File: src/rtl/ave8_feeder_if.sv
// Host-side and filter-side signal bundle for ave8_feeder.
// The slave modport is the feeder view; the master modport is the host/filter view.
interface ave8_feeder_if #(
  parameter int DEPTH = 8
) ();
  localparam int LW = $clog2(DEPTH) + 1;

  logic [7:0]    host_data;
  logic          host_valid;
  logic          host_ready;
  logic [7:0]    smp_data;
  logic [7:0]    smp_en;
  logic [7:0]    avg_in;
  logic [7:0]    avg_out;
  logic          avg_valid;
  logic [LW-1:0] fifo_level;

  modport master (
    output host_data, host_valid, avg_in,
    input  host_ready, smp_data, smp_en, avg_out, avg_valid, fifo_level
  );

  modport slave (
    input  host_data, host_valid, avg_in,
    output host_ready, smp_data, smp_en, avg_out, avg_valid, fifo_level
  );
endinterface

File: src/rtl/ave8_feeder.sv
// Paced sample feeder for the ave8 moving-average filter: host FIFO, ISSUE/WAIT pacing, result capture.
// Optional macro AVE8_FEEDER_WARMUP_EN suppresses avg_valid until the filter window holds 8 samples.
module ave8_feeder #(
  parameter int DEPTH = 8,
  parameter int GAP   = 0
) (
  input  logic         CLOCK,
  input  logic         RESET_N,
  ave8_feeder_if.slave bus
);
  localparam int AW = $clog2(DEPTH);
  localparam int LW = AW + 1;

  typedef enum logic {S_ISSUE, S_WAIT} state_t;

  state_t        state_q, state_d;
  logic [7:0]    gap_q, gap_d;
  logic [AW-1:0] wr_ptr_q, rd_ptr_q;
  logic [LW-1:0] level_q, level_d;
  logic [7:0]    mem_q [DEPTH];
  logic          push, pop;
  logic [7:0]    smp_data_q, smp_en_q;
  logic          vld_p0_q, vld_p1_q;
  logic          rep_p0_q, rep_p1_q, rep_d;
  logic [7:0]    avg_out_q;
  logic          avg_valid_q;
`ifdef AVE8_FEEDER_WARMUP_EN
  logic [3:0]    warm_q, warm_d;
`endif

  assign bus.host_ready = (level_q != LW'(DEPTH));
  assign push           = bus.host_valid && bus.host_ready;

  always_comb begin
    state_d = state_q;
    gap_d   = gap_q;
    pop     = 1'b0;
    unique case (state_q)
      S_ISSUE: begin
        if (level_q != '0) begin
          pop = 1'b1;
          if (GAP > 0) begin
            gap_d   = 8'(GAP);
            state_d = S_WAIT;
          end
        end
      end
      S_WAIT: begin
        gap_d = gap_q - 8'd1;
        if (gap_q == 8'd1) state_d = S_ISSUE;
      end
      default: state_d = S_ISSUE;
    endcase

    level_d = level_q;
    if (push && !pop)      level_d = level_q + LW'(1);
    else if (pop && !push) level_d = level_q - LW'(1);
  end

  // A result is reported only once the sample that produced it completes the window.
  always_comb begin
`ifdef AVE8_FEEDER_WARMUP_EN
    warm_d = warm_q;
    if (pop && (warm_q != 4'd8)) warm_d = warm_q + 4'd1;
    rep_d = (warm_q >= 4'd7);
`else
    rep_d = 1'b1;
`endif
  end

  always_ff @(posedge CLOCK or negedge RESET_N) begin
    if (!RESET_N) begin
      state_q <= S_ISSUE;
      gap_q   <= 8'd0;
    end else begin
      state_q <= state_d;
      gap_q   <= gap_d;
    end
  end

  always_ff @(posedge CLOCK) begin
    if (push) mem_q[wr_ptr_q] <= bus.host_data;
  end

  always_ff @(posedge CLOCK or negedge RESET_N) begin
    if (!RESET_N) begin
      wr_ptr_q    <= '0;
      rd_ptr_q    <= '0;
      level_q     <= '0;
      smp_data_q  <= 8'h00;
      smp_en_q    <= 8'h00;
      vld_p0_q    <= 1'b0;
      vld_p1_q    <= 1'b0;
      rep_p0_q    <= 1'b0;
      rep_p1_q    <= 1'b0;
      avg_out_q   <= 8'h00;
      avg_valid_q <= 1'b0;
`ifdef AVE8_FEEDER_WARMUP_EN
      warm_q      <= 4'd0;
`endif
    end else begin
      if (push) wr_ptr_q <= wr_ptr_q + AW'(1);
      if (pop)  rd_ptr_q <= rd_ptr_q + AW'(1);
      level_q <= level_d;
`ifdef AVE8_FEEDER_WARMUP_EN
      warm_q  <= warm_d;
`endif
      // p0: issue strobe presented to ave8
      smp_en_q <= pop ? 8'hFF : 8'h00;
      if (pop) smp_data_q <= mem_q[rd_ptr_q];
      vld_p0_q <= pop;
      rep_p0_q <= rep_d;
      // p1: ave8 result for the p0 sample is on avg_in
      vld_p1_q <= vld_p0_q;
      rep_p1_q <= rep_p0_q;
      // p2: captured result
      if (vld_p1_q) avg_out_q <= bus.avg_in;
      avg_valid_q <= vld_p1_q && rep_p1_q;
    end
  end

  assign bus.smp_data   = smp_data_q;
  assign bus.smp_en     = smp_en_q;
  assign bus.avg_out    = avg_out_q;
  assign bus.avg_valid  = avg_valid_q;
  assign bus.fifo_level = level_q;
endmodule
File: src/flat_wrapper.sv
// flat-port wrapper written by rule: the top's interface ports become plain ports
module ave8_feeder_flat 
#(
  parameter int DEPTH = 8,
  parameter int GAP   = 0
)
  (CLOCK, RESET_N, bus_host_data, bus_host_valid, bus_avg_in, bus_host_ready, bus_smp_data, bus_smp_en, bus_avg_out, bus_avg_valid, bus_fifo_level);
  ave8_feeder_if #(.DEPTH(DEPTH)) bus_i ();
  input  logic CLOCK;
  input  logic RESET_N;
  input wire logic [$bits(bus_i.host_data)-1:0] bus_host_data;
  input wire logic [$bits(bus_i.host_valid)-1:0] bus_host_valid;
  input wire logic [$bits(bus_i.avg_in)-1:0] bus_avg_in;
  output wire logic [$bits(bus_i.host_ready)-1:0] bus_host_ready;
  output wire logic [$bits(bus_i.smp_data)-1:0] bus_smp_data;
  output wire logic [$bits(bus_i.smp_en)-1:0] bus_smp_en;
  output wire logic [$bits(bus_i.avg_out)-1:0] bus_avg_out;
  output wire logic [$bits(bus_i.avg_valid)-1:0] bus_avg_valid;
  output wire logic [$bits(bus_i.fifo_level)-1:0] bus_fifo_level;
  assign bus_i.host_data = bus_host_data;
  assign bus_i.host_valid = bus_host_valid;
  assign bus_i.avg_in = bus_avg_in;
  assign bus_host_ready = bus_i.host_ready;
  assign bus_smp_data = bus_i.smp_data;
  assign bus_smp_en = bus_i.smp_en;
  assign bus_avg_out = bus_i.avg_out;
  assign bus_avg_valid = bus_i.avg_valid;
  assign bus_fifo_level = bus_i.fifo_level;
  ave8_feeder #(.DEPTH(DEPTH), .GAP(GAP)) u_core (.CLOCK(CLOCK), .RESET_N(RESET_N), .bus(bus_i));
endmodule
File: config.mk
export PLATFORM = sky130hd
export DESIGN_NAME = ave8_feeder_flat
export DESIGN_NICKNAME = d
export VERILOG_FILES = /design/src/rtl/ave8_feeder_if.sv /design/src/rtl/ave8_feeder.sv /design/src/flat_wrapper.sv
export SDC_FILE = /design/constraint.sdc
export NUM_CORES = 1
export LEC_CHECK = 0
export ABC_CLOCK_PERIOD_IN_PS = 2800
export BUFFER_PORTS_ARGS = -buffer_cell sky130_fd_sc_hd__clkbuf_2
export CORE_MARGIN = 2
export CORE_UTILIZATION = 25
export CTS_BUF_LIST = sky130_fd_sc_hd__clkbuf_8 sky130_fd_sc_hd__clkbuf_16
export DETAILED_ROUTE_END_ITERATION = 8
export SLEW_MARGIN = 20
export SYNTH_ARGS = -nofsm -noshare
export SYNTH_HDL_FRONTEND = slang
export SYNTH_SLANG_ARGS = --single-unit
File: constraint.sdc
create_clock -name CLOCK -period 2.8 [get_ports CLOCK]
set_clock_uncertainty 0.15 [all_clocks]
set_input_delay 0.7 -clock CLOCK [delete_from_list [all_inputs] [get_ports CLOCK]]
set_output_delay 0.7 -clock CLOCK [all_outputs]
set_load 0.1 [all_outputs]
==> flow_metrics.env <==
export IMPL_layout_nets=364
export IMPL_drt_initial_drc_count=108
export IMPL_synth_distinct_cells=36
export IMPL_routed_wl_um=8410
export IMPL_synth_seq_cells=104
export IMPL_grt_max_degree=35
export IMPL_max_freq_mhz=408
export IMPL_grt_pass1_vias=2461
export IMPL_cts_setup_buffers=0
export IMPL_viasPerCell=4.23
export IMPL_worstMarginPinSlew_ns=0.824
export IMPL_yosys_area_top_type_share_pct=45.3
export IMPL_fp_dieH_um=134
export IMPL_dpl_hpwl_um=5650
export IMPL_path_class="reg -> reg"
export IMPL_clk_pin_slew_ns=0.07
export IMPL_netlist_top_cells_count="edfxtp_1, dfrtp_1, mux2i_1"
export IMPL_dpl_cell_area_um2=4800
export IMPL_cts_tree="built"
export IMPL_cts_path_max_buffers=2
export IMPL_min_period_ns=2.45
export IMPL_vias=2375
export IMPL_rsz0062_at_grt="no"
export IMPL_cts_root_buf="clkbuf_16"
export IMPL_synth_seq_area_share_pct=68.9
export IMPL_die_area_um2=18000
export IMPL_end_kind="flip-flop"
export IMPL_antenna_left=0
export IMPL_hold_path_class="in -> async"
export IMPL_numPortBuffers=48
export IMPL_stdcell_area_um2=5110
export IMPL_worst_ep_arrival_time_ns=2.53
export IMPL_rows=47
export IMPL_cts_sinks=104
export IMPL_cp_start_kind="flip-flop"
export IMPL_grt_pass1_wl_um=13200
export IMPL_ios=49
export IMPL_yosysWarnings=0
export IMPL_start_util_pct=25.6
export IMPL_relSlewSlack_pct=44.9
export IMPL_core_area_um2=16600
export IMPL_drc=0
export IMPL_cts_buffers=9
export IMPL_grt_overflow=0
export IMPL_setup_viol=0
export IMPL_syn_area_per_cell_um2=15.0
export IMPL_drive_gt1_share_pct=29.8
export IMPL_cp_max_fo=6
export IMPL_cts_resized=0
export IMPL_synth_fp_nets=310
export IMPL_clk_latency_ns=0.35
export IMPL_maxCapViolCount=0
export IMPL_wl_per_cell_um=15.0
export IMPL_synth_edf_count=64
export IMPL_yosysTopAreaCell="edfxtp_1"
export IMPL_diodes=0
export IMPL_synth_flop_cell="edfxtp_1"
export IMPL_cts_htree_levels=3
export IMPL_gp_congestion=0.731
export IMPL_fin_crit_sh_pct=87.6
export IMPL_netlist_instances=283
export IMPL_report_final_slew_viol_count=0
export IMPL_critPathRequiredTime_ns=2.88
export IMPL_final_hold_viol_count=0
export IMPL_syn_area_um2=4240
export IMPL_grt_antenna_before_repair=0
export IMPL_holdBufCountCts=0
export IMPL_outcome="finished clean"
export IMPL_synth_most_common_cell="edfxtp_1"
export IMPL_gr_usage_all_layers_pct=9.78
export IMPL_syn2layout_area_growth_pct=20.4
export IMPL_die_width_um=134
export IMPL_setup_tns_ns=0
export IMPL_synth_area_leaders="edfxtp_1, dfrtp_1, mux2i_1"
export IMPL_async_flop_share_pct=38.5
export IMPL_dr_pass1_iters=4
[sequential cells by signal, indices dropped and copies added (netlist names)]
register,cells
u_core.mem_q,64
u_core.bus.avg_out,8
u_core.bus.smp_data,8
u_core.gap_q,8
u_core.bus.fifo_level,4
u_core.rd_ptr_q,3
u_core.wr_ptr_q,3
u_core.bus.avg_valid,1
u_core.bus.smp_en,1
u_core.rep_p0_q,1
u_core.rep_p1_q,1
u_core.state_q,1
u_core.vld_p1_q,1
[critical path, stage by stage (launching register included)]
cell and delay, ns:
dfrtp_4 0.53, nor3_4 0.24, nand2_4 0.08, nand2_4 0.09, inv_2 0.07, ha_2 0.20
inv_2 0.10, ha_1 0.23, a21o_1 0.22, a21oi_2 0.15, mux2i_1 0.18, o31ai_1 0.08
[area by class of cell]
cell class / count / area [um2]
clock buffer: 9 / 225
clock inverter: 7 / 87.6
fill: 1653 / 11500
inverter: 6 / 22.5
multi-input combinational: 154 / 1220
sequential: 104 / 2940
tap: 220 / 275
timing repair buffer: 62 / 345
[placed cells by master, fill, tap and decap left out, types with 2 or more instances in the layout]
| cell type | n |
|---|---|
| xnor2_1 | 7 |
| nor2b_1 | 2 |
| clkinvlp_4 | 2 |
| nor3_1 | 8 |
| and2_1 | 2 |
| mux2_2 | 10 |
| clkbuf_2 | 48 |
| o21ai_0 | 10 |
| clkbuf_16 | 9 |
| nor2_1 | 7 |
| buf_4 | 14 |
| ha_1 | 6 |
| a22oi_1 | 16 |
| dfrtp_1 | 36 |
| inv_2 | 2 |
| dfrtp_4 | 3 |
| nor4_1 | 2 |
| xor2_1 | 6 |
| nand2b_1 | 2 |
| bufinv_16 | 2 |
| inv_1 | 5 |
| mux2i_1 | 33 |
| edfxtp_1 | 64 |
| nand2_4 | 2 |
| nand2_1 | 18 |
| nand3_1 | 8 |
[metrics by stage]
stage          worst slack, ns  util [%]  instances  hold WS (ns)
2_1_floorplan          0.00127         -        283         0.181
3_3_place_gp             0.382      28.9        546         0.183
3_5_place_dp             0.327      28.9        546         0.186
4_1_cts                  0.326      30.8        562         0.189
5_1_grt                  0.179      30.8        562         0.211
6_report                 0.348      30.8        562         0.172
[final timing paths]
path	from	end	slack (ns)	depth (start not counted)
worst max-delay path	u_core.bus.fifo_level[1]	u_core.bus.fifo_level[3]	0.35	11
worst min-delay path	RESET_N	u_core.gap_q[2]	0.17	1
worst max register to register	u_core.bus.fifo_level[1]	u_core.bus.fifo_level[3]	0.35	11
worst min register to register	u_core.rep_p0_q	u_core.rep_p1_q	0.20	0
max in group asynchronous	RESET_N	u_core.vld_p1_q	1.76	2
min in group CLOCK	u_core.rep_p0_q	u_core.rep_p1_q	0.20	0
[routing by layer]
metal | part of all wire [%] | global-route usage (%) | up-vias
met2 | 49 | 15.6 | 44
met5 | 0 | 0 | -
met1 | 45 | 12.5 | 1180
li1 | - | - | 1140
met3 | 4.2 | 2.34 | 11
met4 | 1.8 | 4.91 | 0
[cells by family (layout without fill, tap and decap cells)]
family                     Yosys count  after routing  share of synthesized area [%]
AOI/OAI and AO/OA                   32             32                           4.95
and+or+nand+nor                     56             56                           6.78
other                                1              1                         0.0884
muxes                               44             44                           10.8
DFF                                104            104                           68.9
adders and majority gates            8              8                           2.54
xor gates and xnor gates            13             13                           2.68
buffers and inverters               25             84                           3.30
Power is left out: the tool's default activity adds up to more than one toggle a clock period on the data nets, which glitch-free logic cannot reach.
